### config.mk
export PLATFORM = sky130hd
export DESIGN_NAME = cache_hit_window_stats_flat
export DESIGN_NICKNAME = d
export VERILOG_FILES = /design/src/rtl/cache_hit_window_stats_if.sv /design/src/rtl/cache_hit_window_stats.sv /design/src/flat_wrapper.sv
export SDC_FILE = /design/constraint.sdc
export NUM_CORES = 1
export LEC_CHECK = 0
export ABC_CLOCK_PERIOD_IN_PS = 6600
export CAP_MARGIN = 40
export CELL_PAD_IN_SITES_DETAIL_PLACEMENT = 1
export CELL_PAD_IN_SITES_GLOBAL_PLACEMENT = 1
export CORE_MARGIN = 5
export CORE_UTILIZATION = 37
export CTS_CLUSTER_DIAMETER = 150
export CTS_CLUSTER_SIZE = 14
export DETAILED_ROUTE_END_ITERATION = 6
export PLACE_DENSITY = 0.59
export SLEW_MARGIN = 25
export SYNTH_ARGS = -nofsm -noshare
export SYNTH_HDL_FRONTEND = slang
export SYNTH_SLANG_ARGS = --single-unit
### constraint.sdc
create_clock -name clk -period 6.6 [get_ports clk]
set_input_delay 0.99 -clock clk [delete_from_list [all_inputs] [get_ports clk]]
set_output_delay 0.99 -clock clk [all_outputs]
set_load 0.03 [all_outputs]
### src/rtl/cache_hit_window_stats_if.sv
// cache_hit_window_stats_if: valid/ready channel carrying one window record (hits, length)
interface cache_hit_window_stats_if #(
    parameter int HW = 10
);
    logic          win_valid;
    logic          win_ready;
    logic [HW-1:0] win_hits;
    logic [HW-1:0] win_len;

    modport master(output win_valid, win_hits, win_len, input win_ready);
    modport slave(input win_valid, win_hits, win_len, output win_ready);
endinterface

### src/rtl/cache_hit_window_stats.sv
// cache_hit_window_stats: bins cache hit/miss results into fixed windows, queues per-window hit counts, keeps saturating totals
module cache_hit_window_stats #(
    parameter int WINDOW = 1000,
    parameter int FIFO_DEPTH = 8,
    parameter int TOT_W = 32,
    localparam int HW = $clog2(WINDOW + 1),
    localparam int LW = $clog2(FIFO_DEPTH + 1)
) (
    input  logic                   clk,
    input  logic                   rst_n,
    input  logic                   acc_valid,
    input  logic                   acc_hit,
    input  logic                   flush,
    cache_hit_window_stats_if.master win,
    output logic [LW-1:0]          fifo_level,
    output logic                   overflow,
    output logic [TOT_W-1:0]       tot_acc,
    output logic [TOT_W-1:0]       tot_hits
);
    localparam int PW = $clog2(FIFO_DEPTH);

    logic [HW-1:0]   cnt_acc, cnt_hit, push_hits, push_len;
    logic [2*HW-1:0] mem [FIFO_DEPTH];
    logic [PW-1:0]   rd_ptr, wr_ptr;
    logic            close, push, pop, full, wr_en;

    // A record is produced by the closing access, or by a flush while anything (incl. this access) is pending
    always_comb begin
        close     = acc_valid && cnt_acc == HW'(WINDOW - 1);
        push      = close || (flush && (acc_valid || cnt_acc != '0));
        push_hits = cnt_hit + HW'(acc_valid & acc_hit);
        push_len  = cnt_acc + HW'(acc_valid);
        pop       = win.win_valid & win.win_ready;
        full      = fifo_level == LW'(FIFO_DEPTH);
        wr_en     = push && (!full || pop);
    end

    assign win.win_valid = fifo_level != '0;
    assign {win.win_hits, win.win_len} = win.win_valid ? mem[rd_ptr] : '0;

    // Window counters restart on every push, so a flush coinciding with a close yields one record
    always_ff @(posedge clk or negedge rst_n) begin
        if (!rst_n) begin
            cnt_acc <= '0;
            cnt_hit <= '0;
        end else begin
            cnt_acc <= push ? '0 : push_len;
            cnt_hit <= push ? '0 : push_hits;
        end
    end

    // Record storage; only written when the push is accepted
    always_ff @(posedge clk) begin
        if (wr_en) mem[wr_ptr] <= {push_hits, push_len};
    end

    // Pointer/level bookkeeping; a push into a full FIFO without a pop is dropped and flagged
    always_ff @(posedge clk or negedge rst_n) begin
        if (!rst_n) begin
            rd_ptr     <= '0;
            wr_ptr     <= '0;
            fifo_level <= '0;
            overflow   <= 1'b0;
        end else begin
            rd_ptr     <= rd_ptr + PW'(pop);
            wr_ptr     <= wr_ptr + PW'(wr_en);
            fifo_level <= fifo_level + LW'(wr_en) - LW'(pop);
            overflow   <= overflow | (push & full & ~pop);
        end
    end

    // Run totals stick at all-ones instead of wrapping
    always_ff @(posedge clk or negedge rst_n) begin
        if (!rst_n) begin
            tot_acc  <= '0;
            tot_hits <= '0;
        end else begin
            tot_acc  <= tot_acc + TOT_W'(acc_valid && !(&tot_acc));
            tot_hits <= tot_hits + TOT_W'(acc_valid && acc_hit && !(&tot_hits));
        end
    end
endmodule
### src/flat_wrapper.sv
// flat-port wrapper written by rule: the top's interface ports become plain ports
module cache_hit_window_stats_flat 
#(
    parameter int WINDOW = 1000,
    parameter int FIFO_DEPTH = 8,
    parameter int TOT_W = 32,
    localparam int HW = $clog2(WINDOW + 1),
    localparam int LW = $clog2(FIFO_DEPTH + 1)
)
  (clk, rst_n, acc_valid, acc_hit, flush, fifo_level, overflow, tot_acc, tot_hits, win_win_valid, win_win_hits, win_win_len, win_win_ready);
  cache_hit_window_stats_if win_i ();
  input  logic clk;
  input  logic rst_n;
  input  logic acc_valid;
  input  logic acc_hit;
  input  logic flush;
  output logic [LW-1:0] fifo_level;
  output logic overflow;
  output logic [TOT_W-1:0] tot_acc;
  output logic [TOT_W-1:0] tot_hits;
  output wire logic [$bits(win_i.win_valid)-1:0] win_win_valid;
  output wire logic [$bits(win_i.win_hits)-1:0] win_win_hits;
  output wire logic [$bits(win_i.win_len)-1:0] win_win_len;
  input wire logic [$bits(win_i.win_ready)-1:0] win_win_ready;
  assign win_win_valid = win_i.win_valid;
  assign win_win_hits = win_i.win_hits;
  assign win_win_len = win_i.win_len;
  assign win_i.win_ready = win_win_ready;
  cache_hit_window_stats #(.WINDOW(WINDOW), .FIFO_DEPTH(FIFO_DEPTH), .TOT_W(TOT_W)) u_core (.clk(clk), .rst_n(rst_n), .acc_valid(acc_valid), .acc_hit(acc_hit), .flush(flush), .win(win_i), .fifo_level(fifo_level), .overflow(overflow), .tot_acc(tot_acc), .tot_hits(tot_hits));
endmodule
==> flow_summary_export.csv <==
group,metric,value,unit
outcome,status,"finished clean",
global_routing,met3_usage,3.56,%
timing,max_freq,231,MHz
routing,vias,6003,
clocking,post_cts_resized,0,
logic_synthesis,yosys.area.top_type,"edfxtp_1",
cells_and_area,antenna_cells,0,
global_routing,busiest_layer,"met2",
timing,fin_hold_ws,476,ps
floorplan,die_x,179,microns
cells_and_area,final_layout_size_suffix_gt1_share,11.9,%
logic_synthesis,syn-cell-area,0.0106,sq mm
clocking,clk_latency,510,ps
timing,fin_skew,12.9,ps
logic_synthesis,yosys-top-cells-area,"edfxtp_1, dfrtp_1, mux4_2, xnor2_1, ha_1",
floorplan,initial_core_util,37.2,%
floorplan,die-area,0.0321,sq mm
logic_synthesis,synth-seq-area-share,67.9,%
routing,drt_iter0_drc,345,
clocking,cts_setup_buffers,0,
floorplan,io_pins,96,
routing,viasPerCell,5.12,
setup_path,cp-start-kind,"flop",
logic_synthesis,ys.warnings.count,0,
power,peakVddDrop,0.247,mV
timing,rsz0062_at_grt,"no",
routing,drtAntennaViolNets,0,
global_routing,grt_overflow_total,0,
global_routing,grt_max_degree,52,
global_routing,grt_usage,15.7,%
floorplan,dieHeight,179,microns
timing,slew_headroom,43.7,%
clocking,cts_made_buffers,22,
floorplan,core-area,0.0285,sq mm
setup_path,cp.arrival,3330,ps
logic_synthesis,synth_most_common_cell,"edfxtp_1",
clocking,cts.sinks,255,
floorplan,placementRows,62,
power,power.leakage,4.71,nW
logic_synthesis,syn_nets,686,
timing,setup_violations,0,
logic_synthesis,async_flop_share,37.3,%
timing,fin_tns_setup,0,ps
routing,post-route-drc-count,0,
logic_synthesis,syn_avg_cell_area,16.0,sq um
clocking,tritoncts,"yes",
global_routing,grt.met2_usage,25.4,%
logic_synthesis,synth_edf_count,160,
clocking,clkSlewWorstSetupHoldPaths,70,ps
setup_path,cp.required,5610,ps
setup_path,cp-end-kind,"primary output",
worst_hold_path,min_path_type,"in -> async",
logic_synthesis,yosysTopAreaCellShare,45.4,%
global_routing,met1_usage,21.9,%
logic_synthesis,netlist_instances,661,
placement,pre_cts_slack,2630,ps
routing,wl_per_cell,20.7,microns
global_routing,grt_pass1_vias,6615,
routing,wirelength,24200,microns
placement,place_area,0.0120,sq mm
cells_and_area,fin_area,0.0127,sq mm
placement,io_buffers,95,
routing,drt_first_pass_iters,4,
cells_and_area,syn2layout_area_growth,19.8,%
clocking,ctsHoldBuffers,0,
timing,layout_setup_ws,2280,ps
clocking,htreeDepth,1,
logic_synthesis,synth_flop_cell,"edfxtp_1",
global_routing,grt_pass1_wl,39000,microns
setup_path,setup.worst_path.class,"reg -> out",
timing,finalCriticalPeriod,4320,ps
setup_path,r2r_cells,9,
global_routing,antenna_found_initial,1,
cells_and_area,nNetsFinal,800,
timing,hold_violations,0,
setup_path,cp_max_fo,21,
clocking,cts-root-buf,"clkbuf_16",
logic_synthesis,synthTopCellsByCount,"edfxtp_1, dfrtp_1, xnor2_1",
cells_and_area,fin_util,44.5,%
placement,place_congestion,0.773,
logic_synthesis,yosys_register_bits,255,
clocking,clk_path_buf_depth,3,
power,cellPowerDensity,387,mW/mm^2
timing,fin_crit_sh,65.5,%
placement,dp_hpwl,15600,microns
flow_run,cap_violations,0,
timing,tightest_slew,839,ps
logic_synthesis,ys_types,40,
timing,final_max_slew_viol_count,0,
## power breakdown
part	total [mW]	switching, mW	internal (mW)	leakage, nW
Clock	1.19	0.564	0.627	0.300
Combinational	1.63	0.904	0.721	1.68
Sequential	2.09	0.178	1.91	2.73
## registers in the layout, indices dropped and copies added (netlist names)
signal,cells
u_core.cnt_acc,10
u_core.cnt_hit,10
u_core.fifo_level,4
u_core.mem,160
u_core.overflow,1
u_core.rd_ptr,3
u_core.tot_acc,32
u_core.tot_hits,32
u_core.wr_ptr,3
## layout make-up
cell class | count | area (sq um)
Fill cell | 2823 | 15800
Sequential cell | 255 | 7180
Multi-Input combinational cell | 372 | 3260
Timing Repair Buffer | 111 | 1070
Clock buffer | 35 | 599
Tap cell | 384 | 480
Inverter | 13 | 48.8
Clock inverter | 2 | 32.5
## critical path, cell delays in order, from the launching register on
cell and delay [ps]:
dfrtp_2 830, buf_4 520, mux4_2 570, mux2i_1 210, nor2_1 70, clkdlybuf4s50_1 600
## path summary, 6_finish.rpt
| check | start | end | slack (ps) |
|---|---|---|---|
| min in group clk | u_core.overflow | u_core.overflow | 480 |
| max in group asynchronous | rst_n | u_core.tot_acc[12] | 4970 |
| min reg2reg | u_core.overflow | u_core.overflow | 480 |
| min | rst_n | u_core.tot_hits[19] | 480 |
| max reg2reg | u_core.tot_hits[4] | u_core.tot_hits[26] | 3670 |
| max | u_core.rd_ptr[0] | win_win_len[0] | 2280 |
## layout by cell type (no fill, tap or decap), drive strengths merged, types with 20 or more instances in the layout
cell,n
xnor2,58
nor2b,20
nor2,36
mux2i,20
clkdlybuf4s50,94
nand4,28
nand3,33
nand2,30
mux4,40
clkbuf,38
edfxtp,160
dfrtp,95
xor2,22
## stage by stage
stage          cells  total power [mW]
2_1_floorplan    661              3.15
3_3_place_gp    1130              3.73
3_5_place_dp    1131              3.79
4_1_cts         1168              5.01
5_1_grt         1172              5.18
6_report        1172              4.91
## logic make-up (layout without fill, tap and decap cells)
kind of cell    Yosys count  after routing  share of synthesized area (%)
compound gates            8              8                          0.721
xor+xnor                 80             80                           6.62
fa+ha+maj                19             19                           2.32
buf+inv                  34            161                           1.42
flops                   255            255                           67.9
mux                      60             60                           10.4
simple gates            205            205                           10.6
## layer usage
metal,share of wire (%),wire [microns]
met1,45,10800
met3,5.7,1370
met4,1.7,408
met2,48,11600
met5,0.029,7
Power figures use the tool's default switching activity.
